### src/rtl/keypad_scanner.sv
// -----------------------------------------------------------------------------
// keypad_scanner
//   Scans a 4x4 matrix keypad one row at a time and presents a debounced key
//   code with a single-cycle press strobe. Rows are driven active-low, columns
//   are read active-low through a two-flop synchroniser. A full scan that sees
//   exactly one closed switch yields that key; an empty scan or a scan with two
//   or more closed switches (ghosting) yields T_NULL. The code only changes
//   after DEBOUNCE identical full-scan results in a row.
//
//   Layout (row r, column c = col_n[c]):
//      row0 = 1 2 3 A | row1 = 4 5 6 B | row2 = 7 8 9 C | row3 = * 0 # D
//
// Parameters
//   SETTLE    clk cycles each row is driven (>= 3: two sync flops + one)
//   DEBOUNCE  identical full-scan results needed to change key_code (>= 1)
//
// Ports
//   clk        in   1  system clock, sole clock
//   rst        in   1  synchronous reset, active-high
//   col_n      in   4  keypad columns, active-low, asynchronous to clk
//   row_n      out  4  row drive, exactly one bit low
//   key_code   out  5  debounced key 0x00-0x0F, 0x1F when no key
//   key_press  out  1  one-cycle pulse when key_code changes to a real key
// -----------------------------------------------------------------------------
module keypad_scanner #(
   parameter int SETTLE   = 3,
   parameter int DEBOUNCE = 3
) (
   input  logic       clk,
   input  logic       rst,
   input  logic [3:0] col_n,
   output logic [3:0] row_n,
   output logic [4:0] key_code,
   output logic       key_press
);

   localparam int            SW        = (SETTLE > 1) ? $clog2(SETTLE) : 1;
   localparam int            CW        = $clog2(DEBOUNCE + 1);
   localparam logic [SW-1:0] SLOT_LAST = SW'(SETTLE - 1);
   localparam logic [CW-1:0] CNT_MAX   = CW'(DEBOUNCE);
   localparam logic [4:0]    T_NULL    = 5'h1F;

   typedef enum logic [1:0] {
      ROW0 = 2'd0,
      ROW1 = 2'd1,
      ROW2 = 2'd2,
      ROW3 = 2'd3
   } row_state_t;

   row_state_t    r_state;
   row_state_t    w_state_next;
   logic [SW-1:0] r_slot;
   logic [SW-1:0] w_slot_next;
   logic          w_slot_end;
   logic          w_scan_end;
   logic [3:0]    r_row_n;
   logic [3:0]    w_row_n_next;
   logic [3:0]    r_col_s1;
   logic [3:0]    r_col_s2;
   logic [15:0]   r_acc;
   logic [15:0]   w_acc_merged;
   logic [4:0]    w_scan_result;
   logic [4:0]    r_cand;
   logic [CW-1:0] r_count;
   logic [4:0]    r_key_code;
   logic          r_key_press;

   // Key code at accumulator bit position row*4+col.
   function automatic logic [4:0] key_at(input logic [3:0] idx);
      logic [4:0] code;
      case (idx)
         4'd0:    code = 5'h01;
         4'd1:    code = 5'h02;
         4'd2:    code = 5'h03;
         4'd3:    code = 5'h0A;
         4'd4:    code = 5'h04;
         4'd5:    code = 5'h05;
         4'd6:    code = 5'h06;
         4'd7:    code = 5'h0B;
         4'd8:    code = 5'h07;
         4'd9:    code = 5'h08;
         4'd10:   code = 5'h09;
         4'd11:   code = 5'h0C;
         4'd12:   code = 5'h0E;
         4'd13:   code = 5'h00;
         4'd14:   code = 5'h0F;
         4'd15:   code = 5'h0D;
         default: code = T_NULL;
      endcase
      return code;
   endfunction

   // Exactly one closed switch gives its code; none or several give T_NULL.
   function automatic logic [4:0] scan_decode(input logic [15:0] bits);
      logic [4:0] code;
      int         n;
      code = T_NULL;
      n    = 0;
      for (int i = 0; i < 16; i++) begin
         code = bits[i] ? key_at(4'(i)) : code;
         n    = n + int'(bits[i]);
      end
      return (n == 1) ? code : T_NULL;
   endfunction

   // Scan FSM state register: current row and position inside its slot.
   always_ff @(posedge clk) begin
      if (rst) begin
         r_state <= ROW0;
         r_slot  <= {SW{1'b0}};
         r_row_n <= 4'b1110;
      end else begin
         r_state <= w_state_next;
         r_slot  <= w_slot_next;
         r_row_n <= w_row_n_next;
      end
   end

   // Scan FSM next state: advance to the next row after SETTLE cycles.
   always_comb begin
      w_slot_end   = (r_slot == SLOT_LAST);
      w_state_next = r_state;
      w_slot_next  = r_slot;
      if (w_slot_end) begin
         w_slot_next = {SW{1'b0}};
         case (r_state)
            ROW0:    w_state_next = ROW1;
            ROW1:    w_state_next = ROW2;
            ROW2:    w_state_next = ROW3;
            ROW3:    w_state_next = ROW0;
            default: w_state_next = ROW0;
         endcase
      end else begin
         w_slot_next = r_slot + SW'(1);
      end
   end

   // Scan FSM outputs: row drive for the coming cycle, and this row's
   // closed switches merged into the scan accumulator.
   always_comb begin
      w_scan_end = w_slot_end && (r_state == ROW3);
      case (w_state_next)
         ROW0:    w_row_n_next = 4'b1110;
         ROW1:    w_row_n_next = 4'b1101;
         ROW2:    w_row_n_next = 4'b1011;
         ROW3:    w_row_n_next = 4'b0111;
         default: w_row_n_next = 4'b1110;
      endcase
      case (r_state)
         ROW0:    w_acc_merged = r_acc | {12'd0, ~r_col_s2};
         ROW1:    w_acc_merged = r_acc | {8'd0, ~r_col_s2, 4'd0};
         ROW2:    w_acc_merged = r_acc | {4'd0, ~r_col_s2, 8'd0};
         ROW3:    w_acc_merged = r_acc | {~r_col_s2, 12'd0};
         default: w_acc_merged = r_acc;
      endcase
      w_scan_result = scan_decode(w_acc_merged);
   end

   // Two-flop synchroniser for the asynchronous columns; idles at "no key".
   always_ff @(posedge clk) begin
      if (rst) begin
         r_col_s1 <= 4'b1111;
         r_col_s2 <= 4'b1111;
      end else begin
         r_col_s1 <= col_n;
         r_col_s2 <= r_col_s1;
      end
   end

   // Scan accumulator: collect each row on its last slot cycle, clear per scan.
   always_ff @(posedge clk) begin
      if (rst) begin
         r_acc <= 16'd0;
      end else if (w_scan_end) begin
         r_acc <= 16'd0;
      end else if (w_slot_end) begin
         r_acc <= w_acc_merged;
      end else begin
         r_acc <= r_acc;
      end
   end

   // Debounce: count consecutive identical scan results, saturating.
   always_ff @(posedge clk) begin
      if (rst) begin
         r_cand  <= T_NULL;
         r_count <= {CW{1'b0}};
      end else if (w_scan_end) begin
         if (w_scan_result == r_cand) begin
            r_count <= (r_count == CNT_MAX) ? r_count : r_count + CW'(1);
         end else begin
            r_cand  <= w_scan_result;
            r_count <= CW'(1);
         end
      end else begin
         r_cand  <= r_cand;
         r_count <= r_count;
      end
   end

   // Output register: adopt a fully debounced candidate; strobe real keys only.
   always_ff @(posedge clk) begin
      if (rst) begin
         r_key_code  <= T_NULL;
         r_key_press <= 1'b0;
      end else if ((r_count == CNT_MAX) && (r_cand != r_key_code)) begin
         r_key_code  <= r_cand;
         r_key_press <= (r_cand != T_NULL);
      end else begin
         r_key_code  <= r_key_code;
         r_key_press <= 1'b0;
      end
   end

   assign row_n     = r_row_n;
   assign key_code  = r_key_code;
   assign key_press = r_key_press;

endmodule

### config.mk
export PLATFORM = sky130hd
export DESIGN_NAME = keypad_scanner
export DESIGN_NICKNAME = d
export VERILOG_FILES = /design/src/rtl/keypad_scanner.sv
export SDC_FILE = /design/constraint.sdc
export NUM_CORES = 1
export LEC_CHECK = 0
export BUFFER_PORTS_ARGS = -buffer_cell sky130_fd_sc_hd__buf_2
export CORE_MARGIN = 2
export CORE_UTILIZATION = 55
export DETAILED_ROUTE_END_ITERATION = 7
export MAX_ROUTING_LAYER = met4
export PLACE_DENSITY = 0.75
export SLEW_MARGIN = 10
export SYNTH_ARGS = -nofsm -noshare
export SYNTH_HDL_FRONTEND = slang
export SYNTH_SLANG_ARGS = --single-unit
export TNS_END_PERCENT = 100
### constraint.sdc
create_clock -name clk -period 5.5 [get_ports clk]
set_input_delay 0.275 -clock clk [delete_from_list [all_inputs] [get_ports clk]]
set_output_delay 0.275 -clock clk [all_outputs]
set_load 0.01 [all_outputs]
# Yosys cells after proc, flatten, opt, wreduce, memory -nomap -nowiden
# Index checks and enable logic that the tools add are counted.
# word_totals
output_inout_bits	10
inputBits	6
ff_bits	45
# classes
addsub	17
n_eq_ne	13
reduce_logical	9
bitwise_logic	7
n_mux	23
# ops
operator	n
$mux W5	17
$pmux W16 S4	1
$add A15 B1 Y16	1
$eq A16 B1 Y1 const B	1
$or A16 B12 Y16	1
$or A16 B16 Y16	1
$or A16 B4 Y16	1
$or A16 B8 Y16	1
$pmux W4 S4	1
$add A14 B1 Y15	1
$add A13 B1 Y14	1
$add A12 B1 Y13	1
$add A11 B1 Y12	1
$eq A2 B2 Y1 const B	6
$add A10 B1 Y11	1
$add A9 B1 Y10	1
$add A8 B1 Y9	1
$add A7 B1 Y8	1
$pmux W2 S4	1
$add A6 B1 Y7	1
$add A5 B1 Y6	1
$mux W2	3
$reduce_or A2 Y1	3
$add A4 B1 Y5	1
14 further kinds	20

# Logic depth before layout (Yosys ltp)
# logic_depth
ltp_word	23
ltp_mapped	23
mapped_depth_nobuf	21

# Least setup slack after synthesis
# No wires, ideal clock.
# synth_timing
path_type	register to register
start	register r_state[0]
end	register r_count[0]
setup_ns	0.119
arrival_ns	5.643
synth_period_minus_slack_ns	5.762
path_stages_with_launch	21
path_buffers	2
required_time_ns	5.381
slack_ns	-0.262
cell_sequence	dfxtp_1 -> inv_1 -> ha_1 -> buf_6 -> buf_2 -> nor2b_1 -> o21ai_0 -> fa_1 -> fa_1 -> fa_1 -> inv_1 -> fa_1 -> ha_1 -> fa_1 -> nor4b_1 -> nand4b_1 -> a21oi_1 -> a21oi_1 -> and3b_4 -> a41oi_2 -> o221a_1
# synth_via
elab_chain_len	22
elab_cells_between_ends	43
classes_between	add/sub (15); eq/ne (6); mux (19); reduce/logical (3)
# synth_lines
element	line_no	text
start: declaration	50	row_state_t r_state;
start signal: assignment	113	r_state <= w_state_next;
$eq A2 B2 Y1, or another cell as far along	141, 149	
$pmux W16 S4	149	case (r_state)
$add A1 B1 Y2 or $mux W5 (tied branches)	101, 100	
$add A2 B1 Y3 or $mux W5 (tied branches)	101, 100	
$add A3 B1 Y4 or $mux W5 (tied branches)	101, 100	
$add A4 B1 Y5 or $mux W5 (tied branches)	101, 100	
$add A5 B1 Y6 or $mux W5 (tied branches)	101, 100	
$add A6 B1 Y7 or $mux W5 (tied branches)	101, 100	
(+6 left out)	-	
$add A13 B1 Y14 or $mux W5 (tied branches)	101, 100	
$add A14 B1 Y15 or $mux W5 (tied branches)	101, 100	
$add A15 B1 Y16 or $mux W5 (tied branches)	101, 100	
$eq A16 B1 Y1 or $mux W5 (tied branches)	103, 100	
$mux W5	103	return (n == 1) ? code : T_NULL;
$eq A5 B5 Y1	189	if (w_scan_result == r_cand) begin
$ne A2 B2 Y1 (no source line)	-	
$reduce_and A2 Y1 (no source line)	-	
end signal: assignment	187	r_count <= {CW{1'b0}};
end signal: assignment	190	r_count <= (r_count == CNT_MAX) ? r_count : r_count + CW'(1);
end signal: assignment	197	r_count <= r_count;
end: declaration	64	logic [CW-1:0] r_count;
# Parallel ways exist; a longest one is shown, timed or not.
# A chain may end at the register's enable or synchronous reset.

# Worst setup path in the final report
# layout_timing
start	register r_state[0]
end	register r_count[0]
# layout_via
elab_cells_between_ends	43
classes_between	add/sub (15); eq/ne (6); mux (19); reduce/logical (3)
# layout_lines
element	line_no	text
$eq A2 B2 Y1, or another cell as far along	149	
$pmux W16 S4 *	149	
named net w_acc_merged[5]	61	logic [15:0] w_acc_merged;
$add A5 B1 Y6	101	n = n + int'(bits[i]);
$add A6 B1 Y7	101	
$add A7 B1 Y8	101	
$add A8 B1 Y9	101	
$add A9 B1 Y10	101	
(+3 left out)	-	
$add A13 B1 Y14	101	
$add A14 B1 Y15	101	
$add A15 B1 Y16	101	
$eq A16 B1 Y1	103	
$mux W5 *	103	
$eq A5 B5 Y1 *	189	
$ne A2 B2 Y1 (no source line)	-	
$reduce_and A2 Y1 (no source line)	-	
# Mark *: on every way through the listed nets, which the timed path passes. The rest lies on a longest branch.

==> results <==
- The final RePlAce weighted congestion is 0.860.
- The number of port buffers is 15.
- The post-detailed-route via-to-cell ratio is 5.67.
- STA puts the critical path data arrival time at 5990 ps.
- In the global route stage, overall resource usage came out at 27.9%.
- The cell at the root of the clock tree is sky130_fd_sc_hd__clkbuf_8.
- The clock-pin slew on the worst setup and hold paths is 100 ps.
- The number of buffers on the longest clock path is 2.
- The number of library cell types mapped by synthesis is 59.
- The final count of negative-setup-slack endpoints is 2.
- The height of the chip is 74.0 µm.
- The mapped netlist covers 2690 µm².
- The area share of the largest cell type after synthesis is 33.4%.
- In this run the mean area of a mapped cell was 9.59 µm².
- The first global-routing pass estimated 11100 µm of wire.
- TritonCTS created 5 clock buffers.
- Including well taps, the total number of placed cells is 386.
- The worst setup margin is -235 ps.
- Yosys printed 0 warnings.
- The total negative slack for setup checks is -431 ps.
- The total power is 1960 µW.
- The clock insertion delay at the later pin of the skew report is 310 ps.
- The met1 usage in global routing is 32.2%.
- Entering global routing, the biggest net connects 41 pins.
- From left edge to right edge, the die measures 74.0 µm.
- The core region is 4720 µm².
- The area of the multi-input gates is 1770 µm².
- After detailed placement, the total cell area comes to 3100 µm².
- The leakage component of the power is 0.00158 µW.
- The detailed-route wire length is 6880 µm.
- The min-delay analysis places its worst path in the category in -> reg.
- The synthesis-to-finish area growth is 30.7%.
- The count of cells in the finished layout, fillers not included, comes to 422.
- The worst setup path is launched from a flop.
- For this design the ratio of total power to cell area is 556 nW/µm².
- The worst pin sits at a relative slew slack of 59.5%.
- The slack of the worst reg-to-reg path is -230 ps.
- The number of endpoints with negative hold slack in the final report is 0.
- The fraction of final layout cells sized beyond drive strength 1 is 40.3%.
- Fill cells in the final layout number 338.
- The number of global-route vias before repair is 2348.
- The cell repeated most along the worst path is sky130_fd_sc_hd__buf_4.
- The detailed-route DRC error count is 0.
- Ranked by total cell area, the synthesized netlist is headed by sky130_fd_sc_hd__dfxtp_1 33%, sky130_fd_sc_hd__fa_1 7.4%, sky130_fd_sc_hd__ha_1 6.5%.
- Global routing consumed, on the met3 layer, 5.15% of the routing resources.
- The number of nets still failing antenna checks after routing is 0.
- The slowest cell on the critical path is sky130_fd_sc_hd__o32a_1.
- The initial antenna violation count is 0.
- The total count of max-transition violations in the final report was 0.
- After the first detailed-routing iteration, the DRC count stood at 94.
- STA classifies the critical path endpoint as a flop.
- The total non-filler cell area in the finished layout is 3520 µm².
- The delay of the slowest critical-path stage is 420 ps.
- The clock tree synthesis step divided the H-tree into 2 levels.
- Row generation in the floorplan step produced 25 rows.
- The maximum operating frequency is 0.174 GHz.
- The checks that failed: setup timing.
- The count of nets after finishing is 384.
- IR analysis of the VDD net gives a maximum drop of 0.356 mV.
- The post-route minimum period is 5730 ps.
- The die covers 5470 µm².
- The run finished, with violations left.
- The met2 demand-to-capacity share in global routing is 46.1%.
- At the pin with the least slew margin, the transition time is 606 ps.
- Setup repair after global routing could not meet its margin everywhere.
- On the final layout, the worst clock skew is 12.3 ps.
- The most common flop cell mapped by yosys is sky130_fd_sc_hd__dfxtp_1.
- Detailed routing inserted a total of 2394 vias.
- The largest fanout on the critical path is 5.
- The total inserted antenna cells is 0.
- Max-cap violations in this run came to 0.
- The most used routing layer is met2.
- The number of flops mapped to enable cells by yosys is 0.
- During I/O placement, the number of pins put on the boundary was 16.
- The CTS tree is built.
- The critical setup path kind is reg -> reg.
- The share of the Yosys chip area taken by registers is 33.4%.
- The HPWL reported at the end of detailed placement is 4410 µm.
- STA puts the critical path data required time at 5750 ps.
- The cell count after synthesis came out at 281.
- The share of async-settable or async-resettable flops after synthesis is 0%.
- The number of search-and-repair iterations in the first detailed-routing pass is 4.
- The initial core utilization is 57.0%.
- The post-synth net total is 311.
- The total congestion overflow after global routing is 0.
- The synthesized design spends more area on one cell type than any other, namely sky130_fd_sc_hd__dfxtp_1.
- After layout, the worst path uses 104% of the clock period.
- Counting every sink on the clock net gives 45.
- Dividing the detail-routed wire length by the instance count gives 16.3 µm.
- The combined flip-flop and latch cell area is 908 µm².
- The count of state elements after synthesis is 45.
-- Yosys cell counts (6+ instances only) --
| master | number |
|---|---|
| sky130_fd_sc_hd__mux2i_1 | 6 |
| sky130_fd_sc_hd__ha_1 | 14 |
| sky130_fd_sc_hd__a22oi_2 | 6 |
| sky130_fd_sc_hd__a211oi_1 | 17 |
| sky130_fd_sc_hd__inv_1 | 17 |
| sky130_fd_sc_hd__nor2_1 | 21 |
| sky130_fd_sc_hd__dfxtp_1 | 45 |
| sky130_fd_sc_hd__fa_1 | 10 |
| sky130_fd_sc_hd__clkbuf_1 | 8 |
| sky130_fd_sc_hd__or2_2 | 8 |
| sky130_fd_sc_hd__o21bai_1 | 12 |
| sky130_fd_sc_hd__nand2_1 | 20 |
| sky130_fd_sc_hd__a21oi_1 | 10 |
-- critical path: cells and delay by family, from the launching register on --
kind / cells / cell delay, ps
buffers and inverters: 26 / 3090
AOI/OAI and AO/OA: 6 / 1560
and+or+nand+nor: 2 / 450
DFF: 1 / 400
adders and majority gates: 1 / 170
-- worst paths after layout --
| kind | startpoint | cells after the start | end |
|---|---|---|---|
| setup / recovery | r_state[0] | 35 | r_count[0] |
| hold / removal | col_n[2] | 2 | r_col_s1[2] |
| setup reg to reg | r_state[0] | 35 | r_count[0] |
| hold reg to reg | r_col_s1[3] | 1 | r_col_s2[3] |
-- layout make-up --
class	instances	area share, %
Multi-Input combinational cell	202	50.3
Clock buffer	5	1.96
Sequential cell	45	25.8
Inverter	21	2.38
Tap cell	67	2.38
Timing Repair Buffer	79	15.8
Clock inverter	3	1.39
-- metal layers --
layer  part of all wire, %  wire (µm)  vias to the layer above
met5                     0          0                        -
met4                   4.3        293                        0
met3                   3.9        270                       26
met2                    49       3380                       74
met1                    43       2930                     1133
li1                      -          -                     1161
-- placed cells by master (no fill, tap or decap), drive strengths merged, types with 4 or more instances in the layout --
master / netlist / routed
fa: 10 / 10
clkbuf: 8 / 5
a211oi: 19 / 19
inv: 21 / 22
nor2b: 4 / 4
nor2: 21 / 21
o211ai: 4 / 4
o21bai: 12 / 12
nand2: 20 / 20
xor2: 5 / 5
or2: 8 / 8
a21oi: 11 / 11
mux2i: 6 / 6
nand3: 5 / 5
a22oi: 9 / 9
buf: 5 / 79
dfxtp: 45 / 45
ha: 14 / 14
o21ai: 7 / 7
nor3: 5 / 5
nand4: 5 / 5
or3: 4 / 4
-- registers in the layout (all words and copies together), names as in the netlist --
signal     cells
r_col_s2       4
r_state        2
row_n          4
r_cand         5
r_count        2
r_col_s1       4
r_acc         16
key_code       5
key_press      1
r_slot         2
-- where the power goes --
group	switching [µW]	total (µW)	leakage, µW	internal [µW]
clock network	131	270	0.0000563	139
registers	25.9	382	0.000369	356
logic	613	1310	0.00115	694
-- cells by family (layout without fill, tap and decap cells) --
group | Yosys count | count (layout) | share of synthesized area [%]
fa+ha+maj | 24 | 24 | 13.9
flops | 45 | 45 | 33.4
compound gates | 81 | 81 | 25.9
simple gates | 84 | 84 | 16.8
mux | 6 | 6 | 2.23
xor+xnor | 7 | 7 | 2.28
buf+inv | 34 | 108 | 5.39
-- timing repair --
item / in CTS / in global routing
pin swaps: 4 / 6
hold buffers: 0 / 0
gates resized for setup: 11 / 7
endpoints found under the setup margin: 2 / 2
setup buffers: 26 / 2
-- metrics by stage --
stage	utilization, %	setup slack (ps)	hold WS, ps
2_1_floorplan	-	-49.1	379
3_3_place_gp	65.7	-159	392
3_5_place_dp	65.7	-280	397
4_1_cts	73.2	-96.8	136
5_1_grt	74.5	-395	130
6_report	74.5	-235	143
(Power assumes the default switching activity.)
